`src/rtl/doa_scan_ctrl.sv`:
```
// DoA scan sequencer and peak picker for the 4-channel beamformer power block.
// Optional per-bin spectrum outputs are enabled with DOA_SPECTRUM_OUT_EN.
module doa_scan_ctrl #(
  parameter int WORD_LENGTH_IN  = 16,
  parameter int WORD_LENGTH_POW = 32,
  parameter int N_ANGLES        = 181,
  parameter int ROM_LATENCY     = 1,
  parameter int ADDR_W          = $clog2(N_ANGLES)
) (
  input  logic                        clk,
  input  logic                        rst_n,
  input  logic [8*WORD_LENGTH_IN-1:0] in_iq,
  input  logic                        in_valid,
  output logic                        in_ready,
  output logic [8*WORD_LENGTH_IN-1:0] x_hold,
  output logic [ADDR_W-1:0]           steer_addr,
  input  logic [WORD_LENGTH_POW-1:0]  pow_in,
  output logic [ADDR_W-1:0]           peak_idx,
  output logic [WORD_LENGTH_POW-1:0]  peak_pow,
  output logic                        out_valid,
  input  logic                        out_ready
`ifdef DOA_SPECTRUM_OUT_EN
  ,
  output logic                        spec_valid,
  output logic [ADDR_W-1:0]           spec_idx,
  output logic [WORD_LENGTH_POW-1:0]  spec_pow
`endif
);

  localparam logic [ADDR_W-1:0] LAST = ADDR_W'(N_ANGLES - 1);

  typedef enum logic [1:0] {
    IDLE,
    SCAN,
    DRAIN,
    DONE
  } state_t;

  state_t state;

  logic              issue_v;
  logic              tag_v;
  logic [ADDR_W-1:0] tag_i;
  logic              first;
  logic              last_seen;

  assign issue_v = (state == SCAN);

  // Tag travels with each address so pow_in is matched to its bin.
  generate
    if (ROM_LATENCY == 0) begin : g_nopipe
      assign tag_v = issue_v;
      assign tag_i = steer_addr;
    end else begin : g_pipe
      logic [ROM_LATENCY-1:0] pv;
      logic [ADDR_W-1:0]      pi [ROM_LATENCY];

      always_ff @(posedge clk or negedge rst_n) begin
        if (!rst_n) begin
          pv <= '0;
          for (int k = 0; k < ROM_LATENCY; k++) pi[k] <= '0;
        end else begin
          pv[0] <= issue_v;
          pi[0] <= steer_addr;
          for (int k = 1; k < ROM_LATENCY; k++) begin
            pv[k] <= pv[k-1];
            pi[k] <= pi[k-1];
          end
        end
      end

      assign tag_v = pv[ROM_LATENCY-1];
      assign tag_i = pi[ROM_LATENCY-1];
    end
  endgenerate

  always_ff @(posedge clk or negedge rst_n) begin
    if (!rst_n) begin
      state      <= IDLE;
      in_ready   <= 1'b1;
      x_hold     <= '0;
      steer_addr <= '0;
      peak_idx   <= '0;
      peak_pow   <= '0;
      out_valid  <= 1'b0;
      first      <= 1'b0;
      last_seen  <= 1'b0;
    end else begin
      // First sample always loads, so ties keep the lowest index.
      if (tag_v) begin
        if (first || (pow_in > peak_pow)) begin
          peak_pow <= pow_in;
          peak_idx <= tag_i;
        end
        first <= 1'b0;
        if (tag_i == LAST) last_seen <= 1'b1;
      end
      unique case (state)
        IDLE: begin
          if (in_valid) begin
            x_hold     <= in_iq;
            peak_pow   <= '0;
            peak_idx   <= '0;
            first      <= 1'b1;
            last_seen  <= 1'b0;
            steer_addr <= '0;
            in_ready   <= 1'b0;
            state      <= SCAN;
          end
        end
        SCAN: begin
          if (steer_addr == LAST) begin
            steer_addr <= '0;
            state      <= DRAIN;
          end else begin
            steer_addr <= steer_addr + 1'b1;
          end
        end
        DRAIN: begin
          if (last_seen) begin
            out_valid <= 1'b1;
            state     <= DONE;
          end
        end
        DONE: begin
          if (out_ready) begin
            out_valid <= 1'b0;
            in_ready  <= 1'b1;
            state     <= IDLE;
          end
        end
        default: state <= IDLE;
      endcase
    end
  end

`ifdef DOA_SPECTRUM_OUT_EN
  always_ff @(posedge clk or negedge rst_n) begin
    if (!rst_n) begin
      spec_valid <= 1'b0;
      spec_idx   <= '0;
      spec_pow   <= '0;
    end else begin
      spec_valid <= tag_v;
      if (tag_v) begin
        spec_idx <= tag_i;
        spec_pow <= pow_in;
      end
    end
  end
`endif

endmodule

```
`config.mk`:
```
export PLATFORM = sky130hd
export DESIGN_NAME = doa_scan_ctrl
export DESIGN_NICKNAME = d
export VERILOG_FILES = /design/src/rtl/doa_scan_ctrl.sv
export SDC_FILE = /design/constraint.sdc
export NUM_CORES = 1
export LEC_CHECK = 0
export ABC_AREA = 1
export CAP_MARGIN = 25
export CORE_MARGIN = 8
export CORE_UTILIZATION = 40
export DETAILED_ROUTE_END_ITERATION = 12
export GPL_TIMING_DRIVEN = 1
export HOLD_SLACK_MARGIN = 0.15
export PLACE_DENSITY = 0.78
export SLEW_MARGIN = 20
export SYNTH_ARGS = -nofsm -noshare
export SYNTH_HDL_FRONTEND = slang
export SYNTH_SLANG_ARGS = --single-unit
```
`constraint.sdc`:
```
create_clock -name clk -period 1.8 [get_ports clk]
set_input_delay 0.18 -clock clk [delete_from_list [all_inputs] [get_ports clk]]
set_output_delay 0.18 -clock clk [all_outputs]
set_load 0.01 [all_outputs]
```
---- After elaboration in Yosys (flattened, before gate mapping) ----
Cells that the tools add are included.
storage, ports and cells
  register bits after elaboration ......... 191
  logic and storage cells ................. 61
  bits of input ports ..................... 164
operators by class
  eq/ne operators ......................... 9
  multiplexer cells ....................... 29
  reduce and logical (&&, ||, !) cells .... 10
  add/sub/neg operators ................... 1
  $lt $le $gt $ge ......................... 1
operator list
  kind                                                   count
  two-way mux 32 bit                                     4
  two-way mux 8 bit                                      6
  greater-than comparator 32 bit                         1
  == test 8 bit, second input constant                   2
  case mux 8 bit (2 select lines)                        1
  two-way mux 1 bit                                      11
  adder 8 x 1 -> 8 bit, second input constant            1
  two-way mux 2 bit                                      4
  case mux 2 bit (4 select lines)                        1
  inequality test 2 bit, second input constant           3
  AND reduction 3 bit                                    2
  nonzero test 2 bit                                     3
  == test 2 bit, second input constant                   2
  case mux 1 bit (2 select lines)                        2
  AND reduction 2 bit                                    2
  AND reduction 4 bit                                    1
  == test 2 x 1 -> 1 bit, second input constant          1
  zero test 2 bit                                        1
  inequality test 2 x 1 -> 1 bit, second input constant  1
  logical OR 1 bit                                       1

---- Logic depth before layout (Yosys ltp) ----
Gate-level depths: netlist (run 1).
  depth after elaboration ................. 6
  depth in mapped cells ................... 19

---- Worst setup path before layout (run 1) ----
Ideal clock, no wire load.
  kind .................................... reg2reg
  start point ............................. register peak_pow[23]
  end point ............................... register peak_idx[5]
  clock period less this slack ............ 1788 ps
  arrival ................................. 1669 ps
  path slack .............................. 12 ps
  library setup time ...................... 119 ps
  cell stages (with the launch flop) ...... 15
  cell sequence ........................... dfrtp_1 -> inv_1 -> ha_1 -> nand2_1 -> nor2_2 -> nand4_1 -> nor2_2 -> nand2_1 -> nand2_1 -> nand2_2 -> nand2_4 -> buf_6 -> nand3_1 -> nand2_1 -> nor2_1
between the ends
  word-level cells in the longest chain between the ends .. 6
ends and longest elaborated chain
  element                             line  text
  start: declaration                  19    output logic [WORD_LENGTH_POW-1:0] peak_pow,
  start signal: assignment            92    peak_pow <= pow_in;
  greater-than comparator 32 bit (*)  91    if (first || (pow_in > peak_pow)) begin
  logical OR 1 bit (*)                91
  two-way mux 8 bit (*)               91
  two-way mux 8 bit (*)               90    if (tag_v) begin
  two-way mux 8 bit                   100   if (in_valid) begin
  two-way mux 8 bit (*)               98    unique case (state)
  end signal: assignment              93    peak_idx <= tag_i;
  end: declaration                    18    output logic [ADDR_W-1:0] peak_idx,
Mark *: on every way between the ends. The rest lies on a longest branch, timed or not.
A chain may end at the register's enable or synchronous reset.

---- Worst setup path in the final report (run 1) ----
  start point ............................. register peak_pow[10]
  end point ............................... register peak_pow[28]
between the ends
  word-level cells in the longest chain between the ends .. 6
ends and longest elaborated chain
  element                             line
  greater-than comparator 32 bit (*)  91
  logical OR 1 bit (*)                91
  two-way mux 32 bit (*)              91
  two-way mux 32 bit (*)              90
  two-way mux 32 bit                  100
  two-way mux 32 bit (*)              98
Marked as above.

==> out/results.md, run 1 <==
- Worst-path clk slew: 80 ps
- number of buffers inserted during clock tree synthesis: 17
- Clock Sinks: 191
- number of filler instances in the final layout: 1584
- kind of end point of the critical path: flip-flop
- number of global-route vias before repair: 8542
- Power Dens Cells: 1740 mW/mm2
- HPWL reported at the end of detailed placement: 21.3 mm
- largest cells by area after synthesis: sky130_fd_sc_hd__dfrtp_1 (55%), sky130_fd_sc_hd__nand2_1 (20%), sky130_fd_sc_hd__ha_1 (5.5%)
- flop and latch count out of synthesis: 191
- unrepaired setup endpoints after global routing: true
- die height: 163 um
- Setup CP Type: flip-flop to flip-flop
- synthesized area divided by synthesized cell count: 8.25 um2
- CTS H-Tree Depth: 4
- combinational cell fraction of total power: 54.4%
- net count after synthesis: 1245
- share of post-route cells with drive strength above 1: 15.3%
- internal power component: 14.9 mW
- portion of the clock cycle consumed by the worst path in the final layout: 117%
- leakage power figure: 6.97 nW
- Area growth syn-to-layout: 63.1%
- run status: complete, but fails checks
- worst-path fanout max: 8
- worst slack at placement: -456 ps
- arrival time reported for the critical path endpoint: 2430 ps
- Final Slew Violations: 0
- post-synth top area cell: sky130_fd_sc_hd__dfrtp_1
- count of yosys warnings during synthesis: 0
- Slew @ Worst Pin: 649 ps
- Cell variety after synth: 28
- Final Setup Violations: 40
- clock tree root driver cell: sky130_fd_sc_hd__clkbuf_16
- overall die area: 0.0265 mm2
- clk_lat worst skew: 430 ps
- final worst clock skew: 13.0 ps
- flip-flop and latch area: 0.00478 mm2
- number of remaining DRC errors: 0
- sequential area share after synthesis: 55.5%
- vias post-DR: 8343
- failing checks: setup timing
- detailed-routing iteration count for the pre-antenna-repair pass: 6
- CP Launch Type: flip-flop
- data required time at the worst endpoint: 2120 ps
- Global Route Usage Sum: 21.4%
- total standard cell area after synthesis: 0.00861 mm2
- net total in the final layout: 1641
- grt total ovfl: 0
- IO buf count: 341
- Vias per Instance: 4.83
- Placeable Area: 0.0211 mm2
- routed wirelength normalized by instance count: 17.2 um
- Overall Power: 24.5 mW
- type of the worst min-delay path: input port to flip-flop
- standard-cell rows: 53
- starting density of the core: 40.8%
- initial antenna violation count: 0
- fraction of power spent switching nets: 39.1%
- RePlAce Congestion: 0.851
- share of the synthesized area in the top cell type: 55.2%
- normalized max-slew margin: 56.7%
- VDD IR-drop max: 0.904 mV
- number of top-level pins: 342
- number of maximum-capacitance violations: 0
- global-route wire length before repair: 44.7 mm
- final WL: 29.6 mm
- part of the power in registers: 30.1%
- CTS tree: built
- pin count of the biggest net entering global routing: 66
- total count of hold-check failures in the final report: 0
- share of total power in the clock network: 15.5%
- least setup slack across all paths after layout: -304 ps
- die extent in x: 163 um
- final critical path time including I/O delays and setup: 2100 ps
- multi-input gate area in the final layout: 0.00370 mm2
- 1st-iter DRT viols: 400
- ANT nets after route: 0
- buffers from clock root to sink, at most: 2
- diode count: 0
- switching power total: 9.56 mW
- Max Freq: 475 MHz
- Mapped Cells: 1043
[metrics by stage]
stage	TNS [ps]	hold WS [ps]	utilization, %	area, um2	std cells
6_report	-10820	268	66.6	14000	1727
5_1_grt	-15400	256	66.6	14000	1727
4_1_cts	-6640	246	64.9	13700	1721
3_5_place_dp	-16940	195	60.3	12700	1676
3_3_place_gp	-15220	193	60.3	12700	1676
2_1_floorplan	0	-116	-	8610	1043
[sequential cells by signal, indices dropped and copies added, names as in the netlist]
name and count:
x_hold 128, g_pipe.pv 1, in_ready 1, steer_addr 8, last_seen 1, g_pipe.pi 8
out_valid 1, peak_idx 8, peak_pow 32, first 1, state 2
[final cells by class]
class / count / share of cell area, %
Timing Repair Buffer: 425 / 30.3
Inverter: 96 / 2.58
Clock buffer: 18 / 3.13
Tap cell: 275 / 2.45
Sequential cell: 191 / 34.1
Multi-Input combinational cell: 708 / 26.4
Clock inverter: 14 / 1.14
[cells in the final DEF, fill, tap and decap left out, types with 2 or more instances in the layout]
cell,Yosys,routed
sky130_fd_sc_hd__ha_4,0,13
sky130_fd_sc_hd__nor3_1,4,4
sky130_fd_sc_hd__nand2_1,470,454
sky130_fd_sc_hd__dfrtp_1,190,189
sky130_fd_sc_hd__clkbuf_16,0,17
sky130_fd_sc_hd__buf_12,0,8
sky130_fd_sc_hd__o21a_1,2,2
sky130_fd_sc_hd__buf_16,0,3
sky130_fd_sc_hd__nand2_8,0,3
sky130_fd_sc_hd__nand4_1,4,4
sky130_fd_sc_hd__nand3_1,47,33
sky130_fd_sc_hd__clkinv_8,0,4
sky130_fd_sc_hd__nor2_4,0,3
sky130_fd_sc_hd__inv_6,0,6
sky130_fd_sc_hd__inv_1,95,84
sky130_fd_sc_hd__buf_4,0,63
sky130_fd_sc_hd__nand2_2,2,15
sky130_fd_sc_hd__inv_8,0,3
sky130_fd_sc_hd__ha_1,38,25
sky130_fd_sc_hd__nor2_2,3,9
sky130_fd_sc_hd__clkdlybuf4s50_1,0,338
sky130_fd_sc_hd__o21ai_0,10,9
sky130_fd_sc_hd__a21oi_2,0,30
sky130_fd_sc_hd__nor2_1,58,49
sky130_fd_sc_hd__nand2_4,1,2
sky130_fd_sc_hd__clkbuf_8,0,2
sky130_fd_sc_hd__nand3_2,0,14
sky130_fd_sc_hd__inv_2,0,10
sky130_fd_sc_hd__dlymetal6s2s_1,0,2
sky130_fd_sc_hd__o21ai_1,1,2
sky130_fd_sc_hd__a21oi_1,60,29
sky130_fd_sc_hd__buf_6,8,9
[metal layers]
layer  vias up  part of all wire [%]  track usage (%)
li1       4006                     -                -
met1      3962                    38             23.9
met2       321                    50             36.7
met3        54                   9.4             7.96
met4         0                   2.4             7.38
met5         -                     0                0
[power by group through the flow]
| stage | clock (mW) | sequential [mW] | combinational [mW] |
|---|---|---|---|
| after floorplan | 0 | 8.12 | 4.39 |
| after CTS | 3.88 | 7.34 | 12.5 |
| after global placement | 0 | 7.28 | 11.2 |
| after detailed placement | 0 | 7.34 | 11.5 |
| after global routing | 4.03 | 7.59 | 14.4 |
| final | 3.80 | 7.37 | 13.3 |
[final timing paths]
| kind | slack [ps] | start | cells after the start | endpoint |
|---|---|---|---|---|
| worst min-delay path | 270 | in_iq[87] | 3 | x_hold[87] |
| min in group asynchronous | 290 | rst_n | 2 | x_hold[67] |
| worst max-delay path | -300 | peak_pow[10] | 16 | peak_pow[28] |
| max in group asynchronous | 890 | rst_n | 3 | in_ready |
| worst min register to register | 460 | steer_addr[3] | 0 | g_pipe.pi[3] |
| worst max register to register | -300 | peak_pow[10] | 16 | peak_pow[28] |
[worst max-delay path, stage by stage (launching register included)]
cell,delay (ps)
sky130_fd_sc_hd__dfrtp_1,360
sky130_fd_sc_hd__inv_1,50
sky130_fd_sc_hd__ha_1,320
sky130_fd_sc_hd__nand2_1,70
sky130_fd_sc_hd__nor2_1,160
sky130_fd_sc_hd__nand2_2,90
sky130_fd_sc_hd__clkinv_1,70
sky130_fd_sc_hd__nand2_2,60
sky130_fd_sc_hd__nand2_2,80
sky130_fd_sc_hd__nand2_2,50
sky130_fd_sc_hd__nand2_2,70
sky130_fd_sc_hd__nand2_4,100
sky130_fd_sc_hd__nand2_8,160
sky130_fd_sc_hd__buf_12,150
sky130_fd_sc_hd__nand3_1,80
sky130_fd_sc_hd__nand2_1,90
sky130_fd_sc_hd__nor2_1,40
[cell usage after synthesis]
master                       n
sky130_fd_sc_hd__clkinv_1    1
sky130_fd_sc_hd__inv_1      95
sky130_fd_sc_hd__clkbuf_1   23
sky130_fd_sc_hd__buf_6       8
sky130_fd_sc_hd__nor3_1      4
sky130_fd_sc_hd__nand4_1     4
sky130_fd_sc_hd__o21ai_0    10
sky130_fd_sc_hd__buf_1       7
sky130_fd_sc_hd__a21o_1      1
sky130_fd_sc_hd__a31oi_1     1
sky130_fd_sc_hd__nor3_2      1
sky130_fd_sc_hd__dfrtp_1   190
sky130_fd_sc_hd__or2_1       1
sky130_fd_sc_hd__buf_2      11
sky130_fd_sc_hd__ha_1       38
sky130_fd_sc_hd__xor2_1      1
sky130_fd_sc_hd__nand2_4     1
sky130_fd_sc_hd__nand2_1   470
sky130_fd_sc_hd__o21ai_1     1
sky130_fd_sc_hd__nor2_2      3
sky130_fd_sc_hd__nand3_1    47
sky130_fd_sc_hd__o21a_1      2
sky130_fd_sc_hd__nand2_2     2
sky130_fd_sc_hd__o21ai_2     1
sky130_fd_sc_hd__a21oi_1    60
sky130_fd_sc_hd__dfstp_2     1
sky130_fd_sc_hd__nor2_1     58
sky130_fd_sc_hd__nand4_2     1
[cell families (layout without fill, tap and decap cells)]
kind of cell / after synthesis / after routing / synth area share [%]
fa+ha+maj: 38 / 38 / 5.52
buf+inv: 145 / 553 / 7.18
compound gates: 76 / 76 / 4.56
xor+xnor: 1 / 1 / 0.102
flops: 191 / 191 / 55.5
simple gates: 592 / 593 / 27.1
[repair_timing]
action,CTS,global route
cloned,7,0
setup buffers,5,6
endpoints found under the hold margin,177,0
endpoints found under the setup margin,43,58
hold buffers,1,0
pin swaps,12,24
resized for setup,51,70
Note: power is estimated with default switching activity, not from simulation.
==> run 2: changes to the inputs <==
--- a/config.mk
+++ b/config.mk
@@ -13,7 +13,7 @@
 export GPL_TIMING_DRIVEN = 1
 export HOLD_SLACK_MARGIN = 0.15
 export PLACE_DENSITY = 0.78
-export SLEW_MARGIN = 20
+export SLEW_MARGIN = 40
 export SYNTH_ARGS = -nofsm -noshare
 export SYNTH_HDL_FRONTEND = slang
 export SYNTH_SLANG_ARGS = --single-unit
==> results of run 2 <==
Final layout, timing and power as in run 1 (identical DEF).
==> run 3: changes to the inputs <==
--- a/config.mk
+++ b/config.mk
@@ -13,6 +13,7 @@
 export GPL_TIMING_DRIVEN = 1
 export HOLD_SLACK_MARGIN = 0.15
 export PLACE_DENSITY = 0.78
+export SKIP_LAST_GASP = 1
 export SLEW_MARGIN = 40
 export SYNTH_ARGS = -nofsm -noshare
 export SYNTH_HDL_FRONTEND = slang
==> out/results.md, run 3 (synthesized netlist as in run 1, its figures left out) <==
- Setup CP Type: flip-flop to flip-flop, unchanged
- final WL: 29.6 mm, about the same
- Global Route Usage Sum: 21.3%, was 21.4%
- Final Slew Violations: 0, unchanged
- unrepaired setup endpoints after global routing: true, unchanged
- leakage power figure: 6.94 nW, was 6.97 nW
- worst slack at placement: -456 ps, unchanged
- HPWL reported at the end of detailed placement: 21.3 mm, unchanged
- Final Setup Violations: 42, was 40
- most frequent cells in the layout: sky130_fd_sc_hd__nand2_1 (454), sky130_fd_sc_hd__clkdlybuf4s50_1 (340), sky130_fd_sc_hd__dfrtp_1 (189), was sky130_fd_sc_hd__nand2_1 (454), sky130_fd_sc_hd__clkdlybuf4s50_1 (338), sky130_fd_sc_hd__dfrtp_1 (189)
- least setup slack across all paths after layout: -271 ps, was -304 ps
- Worst-path clk slew: 80 ps, about the same
- pin count of the biggest net entering global routing: 66, unchanged
- number of global-route vias before repair: 8533, was 8542
- Register-to-Register Path Depth: 16, unchanged
- detailed-routing iteration count for the pre-antenna-repair pass: 5, was 6
- global-route wire length before repair: 44.7 mm, about the same
- number of remaining DRC errors: 0, unchanged
- Power Dens Cells: 1740 mW/mm2, about the same
- run status: complete, but fails checks, unchanged
- Final Core Density: 66.3%, was 66.6%
- registers with the most flip-flops: x_hold (128), peak_pow (32), unchanged
- final critical path time including I/O delays and setup: 2070 ps, was 2100 ps
- overall die area: 0.0265 mm2, unchanged
- worst-path fanout max: 7, was 8
- Area growth syn-to-layout: 62.4%, was 63.1%
- CTS H-Tree Depth: 4, unchanged
- final instance area: 0.0140 mm2, about the same
- number of flip-flops under the largest register name: 128, unchanged
- net total in the final layout: 1641, unchanged
- Clock Sinks: 191, unchanged
- IO buf count: 341, unchanged
- VDD IR-drop max: 0.904 mV, about the same
- arrival time reported for the critical path endpoint: 2400 ps, was 2430 ps
- standard-cell rows: 53, unchanged
- share of post-route cells with drive strength above 1: 14.5%, was 15.3%
- Vias per Instance: 4.83, about the same
- routed wirelength normalized by instance count: 17.1 um, was 17.2 um
- multi-input gate area in the final layout: 0.00365 mm2, was 0.00370 mm2
- total count of hold-check failures in the final report: 0, unchanged
- hold slack: 267 ps, was 268 ps
- most common library cell in the layout ignoring fill and taps: sky130_fd_sc_hd__nand2_1, unchanged
- RePlAce Congestion: 0.851, unchanged
- die height: 163 um, unchanged
- grt total ovfl: 0, unchanged
- Overall Power: 24.4 mW, was 24.5 mW
- Slew @ Worst Pin: 648 ps, was 649 ps
- number of standard cells in the layout, taps in and fillers out: 1727, unchanged
- # placed instances: 1676, unchanged
- number of top-level pins: 342, unchanged
- clk_lat worst skew: 430 ps, about the same
- Placeable Area: 0.0211 mm2, unchanged
- clock tree root driver cell: sky130_fd_sc_hd__clkbuf_16, unchanged
- number of maximum-capacitance violations: 0, unchanged
- buffers from clock root to sink, at most: 2, unchanged
- number of buffers inserted during clock tree synthesis: 17, unchanged
- flip-flop and latch area: 0.00478 mm2, unchanged
- number of filler instances in the final layout: 1592, was 1584
- placed standard-cell area: 0.0127 mm2, unchanged
- Max Freq: 483 MHz, was 475 MHz
- die extent in x: 163 um, unchanged
- 1st-iter DRT viols: 449, was 400
- CP Launch Type: flip-flop, unchanged
- Hold Path Depth: 3, unchanged
- initial antenna violation count: 0, unchanged
- vias post-DR: 8336, was 8343
- diode count: 0, unchanged
- kind of end point of the critical path: flip-flop, unchanged
- normalized max-slew margin: 56.8%, was 56.7%
- final worst clock skew: 11.6 ps, was 13.0 ps
- ANT nets after route: 0, unchanged
- type of the worst min-delay path: input port to flip-flop, unchanged
- largest register by flop count: x_hold, unchanged
- data required time at the worst endpoint: 2130 ps, was 2120 ps
- CTS tree: built, unchanged
- failing checks: setup timing, unchanged
- Setup TNS: -9900 ps, was -10820 ps
- portion of the clock cycle consumed by the worst path in the final layout: 115%, was 117%
- starting density of the core: 40.8%, unchanged
[run 3: changes by cell type in the layout (fill, tap and decap cells not counted)]
| cell | delta |
|---|---|
| sky130_fd_sc_hd__nand3_2 | -4 |
| sky130_fd_sc_hd__a21oi_2 | -6 |
| sky130_fd_sc_hd__clkdlybuf4s50_1 | +2 |
| sky130_fd_sc_hd__a21oi_4 | -1 |
| sky130_fd_sc_hd__dlymetal6s2s_1 | -2 |
| sky130_fd_sc_hd__a21oi_1 | +7 |
| sky130_fd_sc_hd__nand3_1 | +4 |
[run 3: per-layer routing]
metal / global-route usage [%] / vias up / wire length, um
met5: 0 / - / 0
met4: 7.38 / 0 / 667
met3: 7.96 / 48 / 2860
met2: 36.7 / 329 / 14900
met1: 23.9 / 3952 / 11200
li1: - / 4007 / -
[run 3: worst max-delay path, stage by stage (launching register included)]
cell and delay (ps):
sky130_fd_sc_hd__dfrtp_1 360, sky130_fd_sc_hd__inv_1 50, sky130_fd_sc_hd__ha_1 310, sky130_fd_sc_hd__nand2_1 60, sky130_fd_sc_hd__nor2_1 150, sky130_fd_sc_hd__nand2_2 100, sky130_fd_sc_hd__clkinv_1 70, sky130_fd_sc_hd__nand2_2 60
sky130_fd_sc_hd__nand2_2 80, sky130_fd_sc_hd__nand2_2 50, sky130_fd_sc_hd__nand2_2 70, sky130_fd_sc_hd__nand2_4 90, sky130_fd_sc_hd__nand2_8 160, sky130_fd_sc_hd__buf_6 150, sky130_fd_sc_hd__nand3_1 80, sky130_fd_sc_hd__nand2_1 80
sky130_fd_sc_hd__nor2_1 40
[run 3: power breakdown]
| group | internal, mW | total, mW | switching (mW) |
|---|---|---|---|
| clock network | 1.91 | 3.80 | 1.89 |
| logic | 6.77 | 13.2 | 6.42 |
| registers | 6.19 | 7.36 | 1.17 |
[run 3: layout make-up]
| type | count | area share, % |
|---|---|---|
| Inverter | 96 | 2.59 |
| Timing Repair Buffer | 425 | 30.4 |
| Sequential cell | 191 | 34.2 |
| Clock inverter | 14 | 1.15 |
| Multi-Input combinational cell | 708 | 26.1 |
| Tap cell | 275 | 2.46 |
| Clock buffer | 18 | 3.14 |
[run 3: worst paths after layout]
kind / slack (ps) / endpoint / from
worst max-delay path: -270 / peak_pow[12] / peak_pow[10]
worst max register to register: -270 / peak_pow[12] / peak_pow[10]
worst min-delay path: 270 / x_hold[87] / in_iq[87]
min in group asynchronous: 290 / x_hold[67] / rst_n
worst min register to register: 460 / g_pipe.pi[3] / steer_addr[3]
max in group asynchronous: 890 / in_ready / rst_n
[run 3: what timing repair did]
item | in CTS | in global routing
pin swaps | 12 | 24
endpoints found under the hold margin | 177 | 0
setup buffers | 5 | 6
hold buffers | 1 | 0
gates resized for setup | 50 | 57
gates cloned | 7 | 0
endpoints found under the setup margin | 43 | 58
